<file path="src/rtl/simd_warp_scheduler.sv">
// rtl/simd_warp_scheduler.sv - round-robin warp issue scheduler with per-warp scoreboard
// Optional performance counters enabled by defining SCHED_PERF_CNT_EN.
module simd_warp_scheduler #(
    parameter int NUM_WARPS   = 4,
    parameter int ALU_LATENCY = 1,
    localparam int WID        = $clog2(NUM_WARPS)
) (
    input  logic                    clk,
    input  logic                    reset,
    input  logic                    sched_en,
    input  logic [NUM_WARPS-1:0]    req_valid,
    input  logic [16*NUM_WARPS-1:0] req_instr,
    output logic [NUM_WARPS-1:0]    req_ready,
    output logic                    alu_valid,
    output logic [1:0]              alu_op,
    output logic [WID-1:0]          alu_warp,
    output logic                    wb_valid,
    output logic [WID-1:0]          wb_warp,
    output logic [NUM_WARPS-1:0]    busy,
    output logic                    err_illegal,
    output logic [WID-1:0]          err_warp,
    input  logic                    err_clr,
    output logic [31:0]             perf_issue_cnt,
    output logic [31:0]             perf_stall_cnt
);

    logic [WID-1:0]       ptr;
    logic [NUM_WARPS-1:0] eligible;
    logic                 grant_any;
    logic [WID-1:0]       grant_idx;
    logic [15:0]          sel_instr;
    logic                 sel_legal;
    logic                 unused_bits;

    logic [ALU_LATENCY-1:0] pipe_v;
    logic [WID-1:0]         pipe_w [ALU_LATENCY];

    assign eligible = req_valid & ~busy & {NUM_WARPS{sched_en}};

    // First eligible warp at or after ptr, wrapping at NUM_WARPS-1.
    always_comb begin
        grant_any = 1'b0;
        grant_idx = '0;
        for (int i = 0; i < NUM_WARPS; i++) begin
            if (!grant_any && eligible[(int'(ptr) + i) % NUM_WARPS]) begin
                grant_any = 1'b1;
                grant_idx = WID'((int'(ptr) + i) % NUM_WARPS);
            end
        end
    end

    assign req_ready   = grant_any ? (NUM_WARPS'(1) << grant_idx) : '0;
    assign sel_instr   = req_instr[16*grant_idx +: 16];
    assign sel_legal   = ~sel_instr[15];
    assign unused_bits = ^sel_instr[13:0];

    assign wb_valid = pipe_v[ALU_LATENCY-1];
    assign wb_warp  = pipe_w[ALU_LATENCY-1];

    always_ff @(posedge clk or posedge reset) begin
        if (reset) begin
            ptr         <= '0;
            alu_valid   <= 1'b0;
            alu_op      <= '0;
            alu_warp    <= '0;
            busy        <= '0;
            err_illegal <= 1'b0;
            err_warp    <= '0;
            pipe_v      <= '0;
            for (int i = 0; i < ALU_LATENCY; i++) pipe_w[i] <= '0;
        end else begin
            alu_valid <= grant_any && sel_legal;
            if (grant_any) begin
                ptr <= (grant_idx == WID'(NUM_WARPS - 1)) ? '0 : grant_idx + 1'b1;
            end
            if (grant_any && sel_legal) begin
                alu_op   <= sel_instr[15:14];
                alu_warp <= grant_idx;
            end

            // A busy warp is never granted, so clear and set never hit the same bit.
            if (wb_valid) busy[wb_warp] <= 1'b0;
            if (grant_any && sel_legal) busy[grant_idx] <= 1'b1;

            pipe_v[0] <= alu_valid;
            pipe_w[0] <= alu_warp;
            for (int i = 1; i < ALU_LATENCY; i++) begin
                pipe_v[i] <= pipe_v[i-1];
                pipe_w[i] <= pipe_w[i-1];
            end

            // A new illegal op overrides a simultaneous clear.
            if (grant_any && !sel_legal) begin
                err_illegal <= 1'b1;
                if (!err_illegal || err_clr) err_warp <= grant_idx;
            end else if (err_clr) begin
                err_illegal <= 1'b0;
                err_warp    <= '0;
            end
        end
    end

`ifdef SCHED_PERF_CNT_EN
    always_ff @(posedge clk or posedge reset) begin
        if (reset) begin
            perf_issue_cnt <= '0;
            perf_stall_cnt <= '0;
        end else begin
            if (alu_valid) perf_issue_cnt <= perf_issue_cnt + 32'd1;
            if (|req_valid && !grant_any) perf_stall_cnt <= perf_stall_cnt + 32'd1;
        end
    end
`else
    assign perf_issue_cnt = '0;
    assign perf_stall_cnt = '0;
`endif

endmodule

</file>
<file path="config.mk">
export PLATFORM = sky130hd
export DESIGN_NAME = simd_warp_scheduler
export DESIGN_NICKNAME = d
export VERILOG_FILES = /design/src/rtl/simd_warp_scheduler.sv
export SDC_FILE = /design/constraint.sdc
export NUM_CORES = 1
export LEC_CHECK = 0
export CORE_AREA = 2 2 59 61
export CTS_BUF_LIST = sky130_fd_sc_hd__clkbuf_4
export DETAILED_ROUTE_END_ITERATION = 6
export DIE_AREA = 0 0 61 63
export DONT_BUFFER_PORTS = 1
export GPL_TIMING_DRIVEN = 0
export PLACE_DENSITY = 0.59
export SYNTH_ARGS = -nofsm -noshare
export SYNTH_HDL_FRONTEND = slang
export SYNTH_SLANG_ARGS = --single-unit
</file>
<file path="constraint.sdc">
create_clock -name clk -period 1.9 [get_ports clk]
set_input_delay 0.285 -clock clk [delete_from_list [all_inputs] [get_ports clk]]
set_output_delay 0.285 -clock clk [all_outputs]
set_load 0.03 [all_outputs]
</file>
# Word-level counts from Yosys, hierarchy flattened
# Index checks and enable logic that the tools add are counted.
# totals
ram_bits,0
rom_bits,0
ff_bits,17
elab_cells,84
out_inout_bits,83
inputBits,72
latch_bits,0
memories,0
# classes
div_mod_pow,0
n_reduce_logical,17
bitwise,10
muxes,32
multipliers,0
n_shift,2
n_lt_le_gt_ge,8
addsub,4
eq_ne,2
# op_table
operator,n
$shiftx A64 B7 Y16,1
$mux W2,8
$mux W1,15
$and A4 B4 Y4,3
$lt A3 B4 Y1 const B,3
$mux W4,3
$lt A2 B3 Y1 const B,3
$bmux W1 S2,4
$not A4 Y4,2
$logic_and A1 B1 Y1,7
$reduce_or A2 Y1,3
$add A2 B1 Y2 const B,2
$add A2 B2 Y2 const B,2
$demux W1 S2,2
$ge A2 B1 Y1 const B,2
$logic_not A1 Y1,4
$or A4 B4 Y4,1
$shl A1 B2 Y4 const A,1
$and A1 B1 Y1 const A,3
$eq A2 B2 Y1 const B,1
$ne A2 B1 Y1 const B,1
$reduce_and A2 Y1,1
$reduce_bool A2 Y1,1
$logic_or A1 B1 Y1,1
$not A1 Y1,1

# Logic depth before layout (Yosys ltp)
# depth
ltp_word,21
ltp_mapped,10
depth_no_buf,9

# Worst setup path before layout
# No wires, ideal clock.
# synth_path
path_type,reg-to-reg
startpoint,register busy[2]
endpoint,register alu_op[0]
required_time_ns,1.775
stages_incl_launch_ff,9
arrival_ns,2.127
setup_slack_ns,-0.353
setup_ns,0.125
cell_sequence,dfrtp_1 > and2b_1 > o41a_1 > a21oi_1 > a311o_1 > buf_6 > mux2i_4 > nor2b_4 > mux2_4
# synth_via
elab_chain_cells,18
elab_cells_between_ends,31
# synth_rtl
item,line,text
from (decl),19,"output logic [NUM_WARPS-1:0] busy,"
from (signal assigned),66,busy <= '0;
"from (signal, indexed assignment)",82,if (wb_valid) busy[wb_warp] <= 1'b0;
"from (signal, indexed assignment)",83,if (grant_any && sel_legal) busy[grant_idx] <= 1'b1;
$not A4 Y4 (*),38,assign eligible = req_valid & ~busy & {NUM_WARPS{sched_en}};
$and A4 B4 Y4 (*) (2 in a row),38,
$bmux W1 S2,45,if (!grant_any && eligible[(int'(ptr) + i) % NUM_WARPS]) begin
$mux W1 (not written as such),45,
$mux W1,45,
$logic_not A1 Y1,45,
$logic_and A1 B1 Y1,45,
$mux W1,45,
$logic_not A1 Y1,45,
$logic_and A1 B1 Y1,45,
$mux W1,45,
$logic_not A1 Y1,45,
$logic_and A1 B1 Y1,45,
$mux W2,45,
$shiftx A64 B7 Y16,53,assign sel_instr = req_instr[16*grant_idx +: 16];
$not A1 Y1,54,assign sel_legal = ~sel_instr[15];
$logic_and A1 B1 Y1,76,if (grant_any && sel_legal) begin
to (signal assigned),77,alu_op <= sel_instr[15:14];
to (decl),15,"output logic [1:0] alu_op,"
# Mark *: on every way between the ends. The rest lies on a longest branch, timed or not. The select of a mux whose other input is x is not followed.
# A chain may end at the register's enable or synchronous reset.

# Worst setup path after layout
# layout_path
startpoint,register busy[3]
endpoint,output port req_ready[3]
# layout_via
elab_chain_cells,17
elab_cells_between_ends,30
# layout_rtl
item,line,text
$not A4 Y4 (*),38,
$and A4 B4 Y4 (*) (2 in a row),38,
$bmux W1 S2,45,
$mux W1 (not written as such),45,
$mux W1,45,
$logic_not A1 Y1,45,
$logic_and A1 B1 Y1,45,
$mux W1,45,
$logic_not A1 Y1,45,
$logic_and A1 B1 Y1,45,
$mux W1,45,
$logic_not A1 Y1,45,
$logic_and A1 B1 Y1,45,
$mux W2 (*),45,
net grant_idx[0],30,logic [WID-1:0] grant_idx;
$shl A1 B2 Y4 (*),52,assign req_ready = grant_any ? (NUM_WARPS'(1) << grant_idx) : '0;
$mux W4 (*),52,
to (decl),13,"output logic [NUM_WARPS-1:0] req_ready,"
# The timed path passes the listed nets; every way through them passes the cells marked *. The select of a mux whose other input is x is not followed.

==> implementation parameters <==
Parameter                              Value

Yosys
  Count of state elements after synthesis    17
  Leading post-synthesis cells by cell area    sky130_fd_sc_hd__buf_4, sky130_fd_sc_hd__dfrtp_1, sky130_fd_sc_hd__o21ai_0
  Prevailing post-synth register cell    sky130_fd_sc_hd__dfrtp_1
  Number of distinct library cells after synthesis    31
  Fraction of the yosys area taken by sequential cells    between 20 and 30%
  Proportion of synthesized flip-flops having asynchronous set or reset    between 90% and 100%
  Synth Area per Inst    approximately 9.0 um^2
  EDFF count, synth    0
  Synth top area share    between 30% and 40%
  Cells after synthesis    around 160
  Netlist area before placement    between 1000 and 1500 um^2
  Cell type contributing the most total cell area after synthesis    sky130_fd_sc_hd__buf_4
  Synthesis warning total    0

Global routing
  Antenna violations before repair    2
  First-pass GRT wire length    roughly 4500 um
  Remaining global-route overflow    0
  GRT Resource Usage Total    15.5%
  Largest net degree at the start of global routing    18
  Vias in the first global route    between 1000 and 1500

Min path
  Class of the most critical hold timing path    in -> reg
  Number of cells on the worst hold path    2

STA
  Final-layout worst hold slack    about 0.19 ns
  Relative max-transition margin    57.5%
  Worst path setup slack after routing    -0.538 ns
  Max-slew violations    0
  Final count of negative-setup-slack endpoints    18
  Clock skew after layout    0.00174 ns
  Number of hold violations in the final report    0
  Minimum period implied by the final worst setup slack    about 2.4 ns
  Maximum clock frequency    just over 400 MHz
  Final critical-path share of the clock period    128%
  Unrepaired setup endpoints after global routing    true
  Post-Route Setup TNS    -7.72 ns
  Worst slew pin tran    between 0.6 and 0.7 ns

Setup path
  Highest-delay cell along the critical path    sky130_fd_sc_hd__dfrtp_2
  Logic depth of the worst path, buffers included    10
  Arrival time worst endpoint    2.15 ns
  Worst-case reg-to-reg path depth    10
  Largest delay contributor family on the critical path    compound AO/OA/AOI/OAI gates
  Cells traversed along the worst timing path    nor2b_4 -> buf_6 -> o41a_1 -> a21oi_2 -> a311o_1 -> buf_6 -> inv_6 -> ha_4 -> nand2_4 -> inv_6
  Count of buffer and inverter cells on the critical path    4
  Highest cell delay on the worst timing path    approximately 0.51 ns
  Element type at the critical path start    register
  Top fanout value on the critical path    5
  Endpoint type of the worst setup path    output pin
  Critical path start-end classification    reg -> out
  Worst EP required    1.62 ns

Clocking
  Clk sink count    17
  Latest clock arrival within the worst-skew pair    roughly 0.29 ns
  Clock slew at the register clock pins of the worst setup and hold paths    around 0.090 ns
  H-Tree Level Count    1
  Number of CTS-inserted buffers    3
  TritonCTS clock tree    yes
  Root buffer selected by CTS    sky130_fd_sc_hd__clkbuf_4
  Number of buffers between clock root and the deepest sink    2

Final layout
  Non-filler cells, final    slightly below 300
  Finished layout cell area    2030 um^2
  Final core utilization    between 60% and 70%
  Fraction of layout cells with a size suffix above 1    48.6%
  Final net count    about 320
  Area growth from synthesis to layout    40.8%

Drt
  Antenna viol nets, final    0
  Residual DRC count    0
  Post-detailed-route via-to-cell ratio    approximately 3.8
  Vias after detailed routing    between 1000 and 1500
  1st-iter DRT viols    8
  Drt total wl    2890 um
  Routed len/inst    approximately 9.9 um
  First drt pass iteration count    4

Die
  Die width    ~60 um
  Core area    ~3200 um^2
  Die Area    a little under 4000 um^2
  Overall die height    63 um
  Initial core utilization    between 40% and 50%
  Boundary pin count    about 160
  Row cnt    21

Place
  Area post-placement    ~1700 um^2
  Port Buf Inserts    0
  Last weighted congestion value of the routability-driven placer    approximately 0.8
  Worst Setup Slack post-DPL    -0.473 ns
  Post-Place Cells    270
  Estimated wirelength of the detail-placed design    2210 um

Pwr
  Maximum ir drop on the vdd rail    just under 0.0009 V
  Total power consumption of the routed design    between 2 and 2.5 mW
  Leakage    1.15 nW
  Power Dens Cells    around 1200 nW/um^2

Status
  Violations in the final reports    negative setup slack
  Outcome    finished, violations left

Flow run
  Max-cap check violation count    0
## registers in the layout, indices dropped and copies added (netlist names)
register	flops
ptr	2
err_warp	2
wb_valid	1
alu_warp	2
err_illegal	1
alu_valid	1
busy	4
alu_op	2
wb_warp	2
## cell type report
type	instances	area, um^2
multi-input combinational	128	808
timing repair buffer	18	141
inverter	13	68.8
buffer	65	492
fill	286	1200
sequential	17	430
antenna	2	5.00
clock buffer	4	30.0
tap	46	57.6
## routing by layer
layer | global-route usage [%] | wire length, um
met5 | 0 | 0
met1 | 15.2 | 955
met3 | 7.04 | 456
met4 | 5.71 | 45
met2 | 27.6 | 1440
## cell families (layout without fill, tap and decap cells)
family | count (synthesis) | in the layout | share of synthesized area, %
buffers and inverters | 79 | 100 | 37.7
AND/OR/NAND/NOR | 28 | 28 | 10.8
AO/OA/AOI/OAI | 24 | 24 | 11.3
multiplexers | 8 | 8 | 7.02
other | 1 | 66 | 0.260
flip-flops | 17 | 17 | 29.5
adder cells (fa/ha/maj) | 4 | 4 | 3.47
## cell usage after synthesis, types with 2 or more instances
master                     count
sky130_fd_sc_hd__a31o_1        2
sky130_fd_sc_hd__buf_4        64
sky130_fd_sc_hd__dfrtp_1      17
sky130_fd_sc_hd__ha_1          4
sky130_fd_sc_hd__inv_1        13
sky130_fd_sc_hd__mux2_2        3
sky130_fd_sc_hd__mux2i_1       3
sky130_fd_sc_hd__nand2_1      14
sky130_fd_sc_hd__nand2b_1      3
sky130_fd_sc_hd__nor2_1        2
sky130_fd_sc_hd__nor2b_1       2
sky130_fd_sc_hd__nor2b_4       2
sky130_fd_sc_hd__o21ai_0      14
## report_power, final
| group | leakage, nW | switching, mW | total [mW] | internal [mW] |
|---|---|---|---|---|
| clock | 0.0184 | 0.113 | 0.209 | 0.0960 |
| combinational | 0.922 | 0.708 | 1.32 | 0.613 |
| sequential | 0.206 | 0.424 | 0.937 | 0.514 |
## placed cells by master (no fill, tap or decap), drive strengths merged, types with 2 or more instances in the layout
master / Yosys / routed
a31o: 2 / 2
ha: 4 / 4
nand2: 14 / 14
inv: 13 / 13
nor2: 2 / 2
buf: 65 / 82
conb: 1 / 64
diode: 0 / 2
mux2: 4 / 4
nor2b: 5 / 5
clkbuf: 1 / 4
a21oi: 2 / 2
dfrtp: 17 / 17
mux2i: 4 / 4
nand2b: 3 / 3
o21ai: 14 / 14
## timing repair
item                                   4_1_cts  5_1_grt
buffers inserted                            13        4
endpoints found under the hold margin       17        0
resized for setup                           26        8
pin swaps                                    4        5
hold buffers                                 1        0
setup endpoints to repair                   18       18
## final timing paths
check	end	startpoint	slack, ns
setup / recovery	req_ready[3]	busy[3]	-0.54
hold / removal	ptr[0]	sched_en	0.19
setup reg to reg	alu_op[0]	busy[3]	-0.53
hold reg to reg	wb_valid	alu_valid	0.58
max in group asynchronous	busy[3]	reset	0.95
min in group asynchronous	alu_op[1]	reset	0.50
No activity file was read; power rests on OpenSTA's default activity.
